--- config.mk ---
export PLATFORM = sky130hd
export DESIGN_NAME = grf_wb_arbiter
export DESIGN_NICKNAME = d
export VERILOG_FILES = /design/src/rtl/grf_wb_arbiter.sv
export SDC_FILE = /design/constraint.sdc
export NUM_CORES = 1
export LEC_CHECK = 0
export CORE_MARGIN = 3
export CORE_UTILIZATION = 44
export DETAILED_ROUTE_END_ITERATION = 8
export GPL_ROUTABILITY_DRIVEN = 0
export GPL_TIMING_DRIVEN = 0
export PLACE_DENSITY_LB_ADDON = 0.15
export SYNTH_ARGS = -nofsm -noshare
export SYNTH_HDL_FRONTEND = slang
export SYNTH_SLANG_ARGS = --single-unit
--- constraint.sdc ---
create_clock -name clk -period 3.01 [get_ports clk]
set_input_delay 0.602 -clock clk [delete_from_list [all_inputs] [get_ports clk]]
set_output_delay 0.602 -clock clk [all_outputs]
set_load 0.05 [all_outputs]
--- src/rtl/grf_wb_arbiter.sv ---
// ---------------------------------------------------------------------------
// grf_wb_arbiter
//
// Purpose:
//   Shares the single register-file write port between the pipeline W stage
//   and a multi-cycle (mul/div) result source. The W stage can never be
//   stalled, so it always wins the port. Multi-cycle results are parked in a
//   2-entry FIFO and drained whenever the W stage leaves the port idle.
//   A buffered result is marked dead when a W-stage write to the same register
//   happens first. The dead entry is still drained, but it drives no write.
//   A live buffered entry is visible to the hazard unit through
//   q1_pend/q2_pend.
//
// Optional feature (macro GRF_ARB_BYPASS_EN):
//   When defined, the arbiter writes a multi-cycle result straight to the
//   port in the same cycle. This happens when the FIFO is empty, the W stage
//   is idle, and md_a3 != 0. When undefined, every multi-cycle result passes
//   through the FIFO and takes at least one cycle.
//
// Ports:
//   clk                 single clock, all state on posedge
//   reset               synchronous active-high reset
//   wb_valid/wb_a3/wb_wd  W-stage write request (wb_a3 == 0 means no write)
//   md_valid/md_a3/md_wd  multi-cycle result request
//   md_ready            result can be accepted (FIFO not full)
//   RegWrite/a3/WD      register-file write port
//   q1/q2               hazard-query register addresses
//   q1_pend/q2_pend     a live buffered entry targets q1/q2
// ---------------------------------------------------------------------------
module grf_wb_arbiter (
  input  logic        clk,
  input  logic        reset,
  input  logic        wb_valid,
  input  logic [4:0]  wb_a3,
  input  logic [31:0] wb_wd,
  input  logic        md_valid,
  output logic        md_ready,
  input  logic [4:0]  md_a3,
  input  logic [31:0] md_wd,
  output logic        RegWrite,
  output logic [4:0]  a3,
  output logic [31:0] WD,
  input  logic [4:0]  q1,
  input  logic [4:0]  q2,
  output logic        q1_pend,
  output logic        q2_pend
);

  localparam int DEPTH = 2;

  // FIFO storage; slot 0 is always the head (shift-style queue)
  logic [4:0]  ent_a3_r   [DEPTH];
  logic [31:0] ent_wd_r   [DEPTH];
  logic        ent_live_r [DEPTH];
  logic [1:0]  count_r;

  // next-state values
  logic [4:0]  nxt_a3_s   [DEPTH];
  logic [31:0] nxt_wd_s   [DEPTH];
  logic        nxt_live_s [DEPTH];
  logic [1:0]  cnt_mid_s;
  logic [1:0]  cnt_nxt_s;

  // per-cycle decisions
  logic        wb_eff_s;
  logic        head_vld_s;
  logic        md_fire_s;
  logic        md_keep_s;
  logic        byp_s;
  logic        pop_s;
  logic        push_s;
  logic        slot_used_s [DEPTH];
  logic        live_k_s    [DEPTH];

  // Returns 1 when a live occupied slot targets register q; register 0 never pends
  function automatic logic pend_lookup(
    input logic [4:0] q,
    input logic       used0,
    input logic       live0,
    input logic [4:0] a30,
    input logic       used1,
    input logic       live1,
    input logic [4:0] a31
  );
    logic hit;
    hit = 1'b0;
    if (q != 5'd0) begin
      hit = (used0 && live0 && (a30 == q)) || (used1 && live1 && (a31 == q));
    end else begin
      hit = 1'b0;
    end
    return hit;
  endfunction

  // Handshake and grant decisions for this cycle
  always_comb begin
    // Reset drops everything in flight, including the W-stage request.
    wb_eff_s   = wb_valid && (wb_a3 != 5'd0) && !reset;
    head_vld_s = (count_r != 2'd0) && !reset;
    // md_ready depends on the stored count only and does not see a same-cycle pop.
    md_ready   = (count_r < 2'd2);
    md_fire_s  = md_valid && md_ready && !reset;
    // A result aimed at register 0 completes its handshake but is thrown away.
    md_keep_s  = md_fire_s && (md_a3 != 5'd0);
`ifdef GRF_ARB_BYPASS_EN
    byp_s      = md_keep_s && !wb_eff_s && (count_r == 2'd0);
`else
    byp_s      = 1'b0;
`endif
    pop_s      = !wb_eff_s && head_vld_s;
    push_s     = md_keep_s && !byp_s;
    slot_used_s[0] = (count_r != 2'd0);
    slot_used_s[1] = (count_r == 2'd2);
  end

  // Write-port mux: W stage first, then FIFO head, then (optionally) bypass
  always_comb begin
    RegWrite = 1'b0;
    a3       = 5'd0;
    WD       = 32'd0;
    if (wb_eff_s) begin
      RegWrite = 1'b1;
      a3       = wb_a3;
      WD       = wb_wd;
    end else if (pop_s) begin
      // A dead head still uses its slot in the grant but writes nothing.
      RegWrite = ent_live_r[0];
      a3       = ent_a3_r[0];
      WD       = ent_wd_r[0];
    end else if (byp_s) begin
      RegWrite = 1'b1;
      a3       = md_a3;
      WD       = md_wd;
    end else begin
      RegWrite = 1'b0;
      a3       = 5'd0;
      WD       = 32'd0;
    end
  end

  // Hazard queries over live buffered entries
  always_comb begin
    q1_pend = pend_lookup(q1, slot_used_s[0], ent_live_r[0], ent_a3_r[0],
                          slot_used_s[1], ent_live_r[1], ent_a3_r[1]);
    q2_pend = pend_lookup(q2, slot_used_s[0], ent_live_r[0], ent_a3_r[0],
                          slot_used_s[1], ent_live_r[1], ent_a3_r[1]);
  end

  // FIFO next state: kill matching entries, then pop, then push
  always_comb begin
    // A W-stage write to the same register makes the buffered value stale.
    for (int i = 0; i < DEPTH; i++) begin
      live_k_s[i]   = ent_live_r[i] && !(wb_eff_s && (ent_a3_r[i] == wb_a3));
      nxt_a3_s[i]   = ent_a3_r[i];
      nxt_wd_s[i]   = ent_wd_r[i];
      nxt_live_s[i] = live_k_s[i];
    end

    if (pop_s) begin
      nxt_a3_s[0]   = ent_a3_r[1];
      nxt_wd_s[0]   = ent_wd_r[1];
      nxt_live_s[0] = live_k_s[1];
      nxt_a3_s[1]   = 5'd0;
      nxt_wd_s[1]   = 32'd0;
      nxt_live_s[1] = 1'b0;
      cnt_mid_s     = count_r - 2'd1;
    end else begin
      cnt_mid_s     = count_r;
    end

    // A push only happens when count < 2, so cnt_mid_s is 0 or 1 here. The
    // newly pushed entry is younger than any W-stage write in this cycle, so
    // it is stored as live.
    if (push_s) begin
      if (cnt_mid_s == 2'd0) begin
        nxt_a3_s[0]   = md_a3;
        nxt_wd_s[0]   = md_wd;
        nxt_live_s[0] = 1'b1;
      end else begin
        nxt_a3_s[1]   = md_a3;
        nxt_wd_s[1]   = md_wd;
        nxt_live_s[1] = 1'b1;
      end
      cnt_nxt_s = cnt_mid_s + 2'd1;
    end else begin
      cnt_nxt_s = cnt_mid_s;
    end
  end

  // State registers with synchronous reset
  always_ff @(posedge clk) begin
    if (reset) begin
      count_r <= 2'd0;
      for (int i = 0; i < DEPTH; i++) begin
        ent_a3_r[i]   <= 5'd0;
        ent_wd_r[i]   <= 32'd0;
        ent_live_r[i] <= 1'b0;
      end
    end else begin
      count_r <= cnt_nxt_s;
      for (int i = 0; i < DEPTH; i++) begin
        ent_a3_r[i]   <= nxt_a3_s[i];
        ent_wd_r[i]   <= nxt_wd_s[i];
        ent_live_r[i] <= nxt_live_s[i];
      end
    end
  end

endmodule

==> results.cfg <==
[run_status]
outcome = complete, no violations

[drt]
drc = 0
vias = 4815
first_pass_iters = 5
wl_per_cell_um = 17.7
via_per_inst = 5.70
final_antenna_net_count = 0
drtIter0Drc = 241
drt-total-wl_um = 14900

[finish]
area_growth_syn_to_layout_pct = 38.7
final_nets = 798
final_util = 0.636
fillers = 879
seq_area_um2 = 1570
multi_input_area_um2 = 2640
drive_gt1_frac = 0.150
antenna_cells = 0

[sta]
worstMarginPinSlew_ps = 618
fmax_ghz = 0.344
drv_slew = 0
whs_ps = 470
setup_viol = 0
finalHoldViolCount = 0
grt_setup_unrepaired = no
post-route-period-util = 0.967
skew_ps = 7.90
min_period_ps = 2910
slew_headroom = 0.588
finalSetupTns_ps = 0

[placement]
hpwlAfterDp_um = 10600
numPortBuffers = 126

[worst_setup_path]
cp_max_fo = 10
worstPathArrival_ps = 2310
critPathLaunchType = primary input
critPathKind = in -> out
reg2reg_slack_ps = 120
required_ps = 2410
crit_path_end_kind = primary output
rr_worst_depth = 15

[global_routing]
grt_use_total = 0.254
antenna_found_initial = 0
grt_pass1_wl_um = 23300
grt_max_degree = 14
grt_pass1_vias = 4580
overflow = 0

[synthesis]
synth_top_area_share = 0.342
async_flop_share = 0
synthTopCellsByCount = dfxtp_1 (78), nand2_1 (75), inv_1 (41)
yosysTopAreaCell = dfxtp_1
synth.distinct_cells = 37
synth.most_common_cell = dfxtp_1
synth_ff_type = dfxtp_1
synth_edf_count = 0
syn_area_um2 = 4570
yosys_register_bits = 78
synth_seq_area_share = 0.342
ys_warn_count = 0
synth_area_leaders = dfxtp_1 (34%), mux2i_1 (8.5%), a211o_1 (7.1%)
synthCells = 559
synth_area_per_cell_um2 = 8.17
syn-num-nets = 650

[floorplanning]
die-area_um2 = 11600
core_region_area_um2 = 9950
fp-row-count = 36
die_h_um = 108
io_pins = 129
die_w_um = 108
initial_core_util = 0.459

[clock_network]
cts_sinks = 78
root_buffer = clkbuf_8
clkTransAtPathRegs_ps = 80
insertion_delay_ps = 360
htree_num_levels = 3
numCtsBuffers = 9
cts_tree = built
clockBufferDepth = 2

[pwr]
p_leak_nw = 2.41
powerDensity_nw_per_um2 = 591
ir_worst_vdd_mv = 0.269

[hold_path]
hold_class = reg -> reg
min_path_cells = 2

[flow_run]
max_cap_violations = 0
## path summary, 6_finish.rpt
check,startpoint,endpoint
worst min-delay path,ent_wd_r[0][32]$_SDFF_PP0_,ent_wd_r[0][32]$_SDFF_PP0_
worst max-delay path,wb_a3[0],WD[5]
worst min register to register,ent_wd_r[0][32]$_SDFF_PP0_,ent_wd_r[0][32]$_SDFF_PP0_
worst max register to register,count_r[0]$_SDFF_PP0_,ent_wd_r[0][54]$_SDFF_PP0_
## critical path, stage by stage
cell and delay [ps]:
dlygate4sd2_1 320, nor3_4 290, clkbuf_4 280, a21boi_4 120, buf_4 150, clkbuf_8 160
a22o_1 190, buf_4 190
## per-layer routing
layer	track usage	vias to the layer above	routed length [um]
met4	0.0866	0	287
met5	0	-	0
met1	0.334	2289	6470
met2	0.421	208	7110
li1	-	2293	-
met3	0.0396	25	1070
## final cells by class
class,instances,share of cell area
Multi-Input combinational cell,377,0.418
Sequential cell,78,0.247
Timing Repair Buffer,137,0.195
Buffer,63,0.0628
Tap cell,133,0.0263
Inverter,41,0.0249
Clock buffer,10,0.0202
Clock inverter,6,0.00613
## power breakdown
part	internal, mW	switching [mW]	total [mW]
Clock	0.296	0.398	0.694
Combinational	0.736	0.959	1.70
Sequential	1.24	0.116	1.35
## through the flow
step                instance area (um^2)  total power [mW]  cells  worst slack [ps]
CTS                                 6310              3.72    843             0.896
floorplan                           4650              2.46    559              18.0
detailed placement                  6070              2.98    818             -1470
global route                        6330              3.94    845              1.12
finish                              6330              3.74    845              99.5
global placement                    6070              2.93    818             -1450
## state kept, by name (all words and copies together), names as in the netlist
register,count
ent_a3_r,10
ent_wd_r,64
ent_live_r,2
count_r,2
## cells by family (layout without fill, tap and decap cells)
group | count (synthesis) | in the layout | synth area share
compound gates | 162 | 162 | 0.267
simple gates | 142 | 142 | 0.143
buf+inv | 104 | 257 | 0.0951
flops | 78 | 78 | 0.342
mux | 39 | 39 | 0.0855
xor+xnor | 31 | 31 | 0.0595
fa+ha+maj | 3 | 3 | 0.00822
## cells in the final DEF, fill, tap and decap left out, types with 4 or more instances in the layout
cell,instances
clkdlybuf4s50_1,80
dfxtp_1,77
nand2_1,75
buf_4,42
inv_1,40
a21oi_1,40
nand3_1,39
mux2i_1,39
a22o_1,37
a211oi_1,37
a211o_1,37
clkbuf_1,27
xor2_1,22
buf_2,16
clkbuf_8,12
buf_6,9
xnor2_1,9
buf_1,7
nor2_1,5
nor4_1,4
nand4_1,4
dlygate4sd2_1,4
clkdlybuf4s15_2,4
## repair_timing
item | 4_1_cts | 5_1_grt
pin swaps | 2 | 2
gates cloned | 2 | 0
setup buffers | 7 | 2
hold buffers | 0 | 0
setup endpoints to repair | 78 | 76
gates resized for setup | 248 | 11
No activity file was read; power rests on OpenSTA's default activity.
